$ cat config.mk
export PLATFORM = sky130hd
export DESIGN_NAME = instr_fetch_unit_flat
export DESIGN_NICKNAME = d
export VERILOG_FILES = /design/src/rtl/instr_fetch_unit_if.sv /design/src/rtl/instr_fetch_unit.sv /design/src/flat_wrapper.sv
export SDC_FILE = /design/constraint.sdc
export NUM_CORES = 1
export LEC_CHECK = 0
export BUFFER_PORTS_ARGS = -buffer_cell sky130_fd_sc_hd__buf_2
export CAP_MARGIN = 40
export CELL_PAD_IN_SITES_DETAIL_PLACEMENT = 1
export CELL_PAD_IN_SITES_GLOBAL_PLACEMENT = 1
export CORE_UTILIZATION = 40
export DETAILED_ROUTE_END_ITERATION = 10
export PLACE_DENSITY = 0.79
export SLEW_MARGIN = 20
export SYNTH_ARGS = -nofsm -noshare
export SYNTH_HDL_FRONTEND = slang
export SYNTH_SLANG_ARGS = --single-unit
$ cat constraint.sdc
create_clock -name clk -period 11 [get_ports clk]
set_input_delay 2.2 -clock clk [delete_from_list [all_inputs] [get_ports clk]]
set_output_delay 2.2 -clock clk [all_outputs]
set_load 0.02 [all_outputs]
$ cat src/rtl/instr_fetch_unit_if.sv
// -----------------------------------------------------------------------------
// instr_fetch_unit_if
// Bus bundle for the instruction fetch unit.
//   imem_req_*  : one-outstanding valid/ready read request to instruction memory
//   imem_rsp_*  : response (valid only, exactly one per accepted request)
//   instr_*, Op : held instruction presented to the decode stage (valid/ready)
// Modports:
//   master : the fetch unit (drives requests and the held instruction)
//   slave  : memory + decode side (drives ready/response signals)
// -----------------------------------------------------------------------------
interface instr_fetch_unit_if #(
    parameter int PC_W = 32
);
    logic            imem_req_valid;
    logic            imem_req_ready;
    logic [PC_W-1:0] imem_req_addr;
    logic            imem_rsp_valid;
    logic [31:0]     imem_rsp_data;
    logic            instr_valid;
    logic            instr_ready;
    logic [31:0]     instr;
    logic [PC_W-1:0] instr_pc;
    logic [5:0]      Op;

    modport master (
        output imem_req_valid,
        output imem_req_addr,
        input  imem_req_ready,
        input  imem_rsp_valid,
        input  imem_rsp_data,
        output instr_valid,
        output instr,
        output instr_pc,
        output Op,
        input  instr_ready
    );

    modport slave (
        input  imem_req_valid,
        input  imem_req_addr,
        output imem_req_ready,
        output imem_rsp_valid,
        output imem_rsp_data,
        input  instr_valid,
        input  instr,
        input  instr_pc,
        input  Op,
        output instr_ready
    );
endinterface

$ cat src/rtl/instr_fetch_unit.sv
// -----------------------------------------------------------------------------
// instr_fetch_unit
// Fetch sequencer for the MIPS datapath. Owns the PC, issues one outstanding
// word read to instruction memory, holds the returned word in the IR until
// decode accepts it, and picks the next PC from the decoder Branch output and
// the ALU Zero flag.
// Ports:
//   clk, reset   : clock, asynchronous active-high reset
//   fetch_en     : gates issue of new requests (in-flight fetch still completes)
//   bus          : instr_fetch_unit_if.master (imem request/response, held instr)
//   Branch, Zero : decoder/ALU feedback for the held instruction
//   fetch_count  : instructions accepted downstream, modulo 2^16
// -----------------------------------------------------------------------------
module instr_fetch_unit #(
    parameter int              PC_W     = 32,
    parameter logic [PC_W-1:0] RESET_PC = '0
) (
    input  logic                clk,
    input  logic                reset,
    input  logic                fetch_en,
    instr_fetch_unit_if.master  bus,
    input  logic                Branch,
    input  logic                Zero,
    output logic [15:0]         fetch_count
);

    typedef enum logic [1:0] {
        FETCH = 2'd0,
        WAIT  = 2'd1,
        HOLD  = 2'd2
    } state_t;

    state_t          state, state_nxt;
    logic [PC_W-1:0] pc;
    logic [31:0]     ir;
    logic [PC_W-1:0] ir_pc;
    logic [15:0]     cnt;
    // Set while a request is presented but not yet accepted, so that a drop of
    // fetch_en cannot retract a pending request.
    logic            req_hold;

    logic            req_fire;
    logic            rsp_take;
    logic            instr_take;

    // Next PC: sequential, or sequential plus the sign-extended word offset.
    function automatic logic [PC_W-1:0] next_pc(
        input logic [PC_W-1:0] cur,
        input logic [15:0]     imm16,
        input logic            take
    );
        logic signed [15:0]     imm_s;
        logic signed [PC_W-1:0] off_s;
        logic [PC_W-1:0]        seq;
        imm_s = imm16;
        off_s = PC_W'(imm_s);
        seq   = cur + PC_W'(4);
        if (take) begin
            next_pc = seq + $unsigned(off_s <<< 2);
        end else begin
            next_pc = seq;
        end
    endfunction

    // Next-state and request outputs.
    always_comb begin
        state_nxt          = state;
        bus.imem_req_valid = 1'b0;
        bus.imem_req_addr  = pc;
        case (state)
            FETCH: begin
                bus.imem_req_valid = (fetch_en | req_hold) & ~reset;
                if (bus.imem_req_valid && bus.imem_req_ready) begin
                    state_nxt = WAIT;
                end
            end
            WAIT: begin
                if (bus.imem_rsp_valid) begin
                    state_nxt = HOLD;
                end
            end
            HOLD: begin
                if (bus.instr_ready) begin
                    state_nxt = FETCH;
                end
            end
            default: begin
                state_nxt = FETCH;
            end
        endcase
    end

    assign req_fire   = bus.imem_req_valid & bus.imem_req_ready;
    assign rsp_take   = (state == WAIT) & bus.imem_rsp_valid;
    assign instr_take = (state == HOLD) & bus.instr_ready;

    always_ff @(posedge clk or posedge reset) begin
        if (reset) begin
            state <= FETCH;
        end else begin
            state <= state_nxt;
        end
    end

    always_ff @(posedge clk or posedge reset) begin
        if (reset) begin
            req_hold <= 1'b0;
            pc       <= RESET_PC;
            ir       <= '0;
            ir_pc    <= '0;
            cnt      <= '0;
        end else begin
            req_hold <= bus.imem_req_valid & ~req_fire;
            if (rsp_take) begin
                ir    <= bus.imem_rsp_data;
                ir_pc <= pc;
            end
            // Branch/Zero only matter in the cycle the held instruction leaves.
            if (instr_take) begin
                pc  <= next_pc(ir_pc, ir[15:0], Branch & Zero);
                cnt <= cnt + 16'd1;
            end
        end
    end

    // Op comes from the IR register only; a bubble opcode when nothing is held.
    assign bus.instr_valid = (state == HOLD);
    assign bus.instr       = ir;
    assign bus.instr_pc    = ir_pc;
    assign bus.Op          = (state == HOLD) ? ir[31:26] : 6'b111111;
    assign fetch_count     = cnt;

endmodule
$ cat src/flat_wrapper.sv
// flat-port wrapper written by rule: the top's interface ports become plain ports
module instr_fetch_unit_flat 
#(
    parameter int              PC_W     = 32,
    parameter logic [PC_W-1:0] RESET_PC = '0
)
  (clk, reset, fetch_en, Branch, Zero, fetch_count, bus_imem_req_valid, bus_imem_req_addr, bus_imem_req_ready, bus_imem_rsp_valid, bus_imem_rsp_data, bus_instr_valid, bus_instr, bus_instr_pc, bus_Op, bus_instr_ready);
  instr_fetch_unit_if #(.PC_W(PC_W)) bus_i ();
  input  logic clk;
  input  logic reset;
  input  logic fetch_en;
  input  logic Branch;
  input  logic Zero;
  output logic [15:0] fetch_count;
  output wire logic [$bits(bus_i.imem_req_valid)-1:0] bus_imem_req_valid;
  output wire logic [$bits(bus_i.imem_req_addr)-1:0] bus_imem_req_addr;
  input wire logic [$bits(bus_i.imem_req_ready)-1:0] bus_imem_req_ready;
  input wire logic [$bits(bus_i.imem_rsp_valid)-1:0] bus_imem_rsp_valid;
  input wire logic [$bits(bus_i.imem_rsp_data)-1:0] bus_imem_rsp_data;
  output wire logic [$bits(bus_i.instr_valid)-1:0] bus_instr_valid;
  output wire logic [$bits(bus_i.instr)-1:0] bus_instr;
  output wire logic [$bits(bus_i.instr_pc)-1:0] bus_instr_pc;
  output wire logic [$bits(bus_i.Op)-1:0] bus_Op;
  input wire logic [$bits(bus_i.instr_ready)-1:0] bus_instr_ready;
  assign bus_imem_req_valid = bus_i.imem_req_valid;
  assign bus_imem_req_addr = bus_i.imem_req_addr;
  assign bus_i.imem_req_ready = bus_imem_req_ready;
  assign bus_i.imem_rsp_valid = bus_imem_rsp_valid;
  assign bus_i.imem_rsp_data = bus_imem_rsp_data;
  assign bus_instr_valid = bus_i.instr_valid;
  assign bus_instr = bus_i.instr;
  assign bus_instr_pc = bus_i.instr_pc;
  assign bus_Op = bus_i.Op;
  assign bus_i.instr_ready = bus_instr_ready;
  instr_fetch_unit #(.PC_W(PC_W), .RESET_PC(RESET_PC)) u_core (.clk(clk), .reset(reset), .fetch_en(fetch_en), .bus(bus_i), .Branch(Branch), .Zero(Zero), .fetch_count(fetch_count));
endmodule
==> run_results.csv <==
group,metric,value,unit
pwr,switchingPower,1.31,mW
timing,post-route-period-util,0.469,
yosys,yosys.area_share.simple,0.152,
worst_setup_path,crit_top_cell,"buf_2",
yosys,synthAdderAreaFrac,0.0728,
pwr,internal_power,1.59,mW
worst_setup_path,critPathTopFamily,"simple AND/OR/NAND/NOR gates",
clock_tree,cts_tree,"built",
routing,wire_per_inst,18.8,um
yosys,synth.mux.area_fraction,0.109,
worst_setup_path,crit_path_start_kind,"input port",
clock_tree,clock-sinks,115,
timing,setup_viol,0,
timing,min_period,5.16,ns
finish,areaGrowthSynthToFinish,24.9,%
die,start_util,0.410,
pwr,clockPowerShare,0.198,
timing,setup-tns-final,0,ns
clock_tree,hold_buffers,0,
pwr,p_leak,4.22,nW
clock_tree,clk_path_buf_depth,2,
yosys,ys_warn_count,0,
yosys,synth_seq_cells,115,
yosys,seq_area_frac_synth,0.423,
yosys,synth_edf_count,0,
global_route,overflow,0,
yosys,synth_commonest_cells,"115 x dfrtp_1, 65 x mux2_2, 64 x nand2_1, 49 x nor2_1, 45 x xnor2_1",
yosys,synth.avg_cell_area,10.1,um^2
worst_setup_path,worstPathCellList,"buf_2, nor4_1, buf_2",
routing,ant_nets,0,
worst_setup_path,critPathSlowestCell,"nor4_1",
yosys,syn-cell-area,0.00680,mm^2
worst_setup_path,arrival,2.96,ns
timing,slew_headroom,0.547,
timing,clock.fmax,194,MHz
routing,dr.pass1.iters,5,
clock_tree,cts-root-buf,"clkbuf_16",
outcome,status,"finished, final reports clean",
run,drv_cap,0,
global_route,grt_antenna_before_repair,0,
die,placementRows,47,
yosys,synth-xor-area-share,0.0798,
worst_setup_path,end_kind,"output pin",
worst_setup_path,cpPeakStageDelay,0.39,ns
finish,antennaDiodeCount,0,
clock_tree,cts_max_level,4,
clock_tree,cts_made_buffers,17,
place,port_buffers,159,
clock_tree,clkTransAtPathRegs,0.05,ns
worst_setup_path,cp_data_required_time,8.80,ns
global_route,grt_pass1_vias,6203,
global_route,grt_max_degree,55,
finish,fin_nets,912,
worst_setup_path,path_class,"input port to output pin",
yosys,synth_area_leader_cell,"dfrtp_1",
worst_setup_path,path_buf_inv,2,
yosys,yosys.area.top_type_share,0.423,
routing,routed_wirelength,20000,um
routing,dr_total_vias,5888,
timing,slew_violations,0,
yosys,synth_compound_area_frac,0.143,
yosys,synth.most_common_cell,"dfrtp_1",
finish,utilization,0.512,
finish,fillCellCount,1918,
pwr,p_per_area,341,mW/mm^2
pwr,power_frac_seq,0.271,
worst_setup_path,rrSetupSlack,6.73,ns
place,hpwl,14400,um
yosys,synthArstFlopShare,1.00,
pwr,pwr-share-comb,0.531,
yosys,synth-main-ff-cell,"dfrtp_1",
pwr,irDropWorstVdd,0.136,mV
global_route,track_usage,0.240,
yosys,synth_top_family_by_area,"simple AND/OR/NAND/NOR gates",
routing,drt_iter0_markers,342,
clock_tree,cts_setup_buffers,0,
place,place.gp.congestion,0.844,
routing,viasPerCell,5.52,
worst_hold_path,min_path_type,"register to register",
clock_tree,cts_resized,0,
die,core_area,0.0166,mm^2
timing,hold_viol,0,
die,fp.dieW,132,um
clock_tree,clock_latency,0.42,ns
die,fp.dieArea,0.0175,mm^2
die,num_io_pins,160,
finish,drive_above_1_share,0.320,
timing,worst_pin_slew,0.677,ns
yosys,ys_types,51,
timing,rsz0062_at_grt,"false",
routing,drc_errors,0,
worst_setup_path,cp_max_fo,3,
yosys,postSynthCellCount,673,
die,dieHeight,132,um
yosys,synthesis.nets,752,
global_route,grt_pass1_wl,33000,um
pwr,switching_share,0.451,
timing,fin_worst_skew,0.00764,ns
yosys,synth_area_leaders,"dfrtp_1 42%, mux2_2 11%, ha_1 7.0%, xnor2_1 5.8%, nand2_1 3.5%",
-- cell usage in the layout (no fill, tap or decap), drive strengths merged, types with 4 or more instances in the layout --
cell type  synthesis  final
clkbuf            23     21
nand2             64     64
nand3             24     24
and3              11     11
a211oi             8      8
mux2              65     65
nand4             19     19
buf                4    168
and2               8      8
nand2b             8      8
inv                8     10
xor2              17     17
clkinvlp           0      4
a21oi             37     37
nor3               4      4
dfrtp            115    115
xnor2             45     45
o21ai             35     35
nor2              49     49
a21o              29     29
ha                38     38
and4               9      9
a31oi              7      7
-- state kept, by name (all words and copies together) (netlist names) --
register	cells
u_core.bus.imem_req_addr	32
u_core.bus.instr	32
u_core.fetch_count	16
u_core.state	2
u_core.bus.instr_pc	32
u_core.req_hold	1
-- stage by stage --
| stage | total power [mW] | worst slack (ns) | hold WS (ns) | cell area [um^2] | instances |
|---|---|---|---|---|---|
| after floorplan | 1.84 | 5.76 | 0.531 | 6800 | 673 |
| after global placement | 2.26 | 5.91 | 0.460 | 7800 | 1030 |
| after detailed placement | 2.30 | 5.86 | 0.479 | 7880 | 1034 |
| after CTS | 2.91 | 5.85 | 0.505 | 8490 | 1066 |
| after global routing | 3.09 | 5.82 | 0.511 | 8490 | 1066 |
| final | 2.89 | 5.84 | 0.500 | 8490 | 1066 |
-- final timing paths --
check                                       start                      endpoint  depth (start not counted)
setup reg to reg           u_core.bus.instr_pc[5]  u_core.bus.imem_req_addr[30]                         15
setup / recovery                            reset            bus_imem_req_valid                          3
hold reg to reg              u_core.bus.instr[18]          u_core.bus.instr[18]                          1
max in group asynchronous                   reset   u_core.bus.imem_req_addr[9]                          4
min in group asynchronous                   reset        u_core.fetch_count[11]                          2
hold / removal               u_core.bus.instr[18]          u_core.bus.instr[18]                          1
-- worst reg2reg max path, delay by kind of cell (launching register included) --
kind | cells | cell delay (ns)
flip-flops | 1 | 0.44
adder cells (fa/ha/maj) | 1 | 0.35
XOR/XNOR | 1 | 0.22
AND/OR/NAND/NOR | 5 | 1.12
multiplexers | 1 | 0.30
AO/OA/AOI/OAI | 7 | 1.76
-- metal layers --
metal	routed length, um	track usage	up-vias
met1	8850	0.309	2939
met4	480	0.0881	0
met5	0	0	-
met2	9820	0.397	144
li1	-	-	2770
met3	858	0.0517	35
-- final cells by class --
type / count / area [um^2] / area share
Clock inverter: 11 / 151 / 0.0178
Tap cell: 220 / 275 / 0.0324
Timing Repair Buffer: 168 / 911 / 0.107
Multi-Input combinational cell: 523 / 3790 / 0.446
Sequential cell: 115 / 2880 / 0.339
Clock buffer: 21 / 460 / 0.0542
Inverter: 8 / 32.5 / 0.00383
-- power by group through the flow --
| stage | clock network [mW] | logic (mW) | registers (mW) |
|---|---|---|---|
| 2_1_floorplan | 0 | 0.896 | 0.946 |
| 3_3_place_gp | 0 | 1.47 | 0.791 |
| 3_5_place_dp | 0 | 1.52 | 0.788 |
| 4_1_cts | 0.586 | 1.54 | 0.784 |
| 5_1_grt | 0.602 | 1.68 | 0.811 |
| 6_report | 0.574 | 1.54 | 0.783 |
-- cells by family (layout without fill, tap and decap cells) --
kind of cell | after synthesis | in the layout
AO/OA/AOI/OAI | 145 | 145
adder cells (fa/ha/maj) | 39 | 39
flip-flops | 115 | 115
XOR/XNOR | 62 | 62
multiplexers | 66 | 66
buffers and inverters | 35 | 208
AND/OR/NAND/NOR | 211 | 211
No activity file was read; power rests on OpenSTA's default activity.
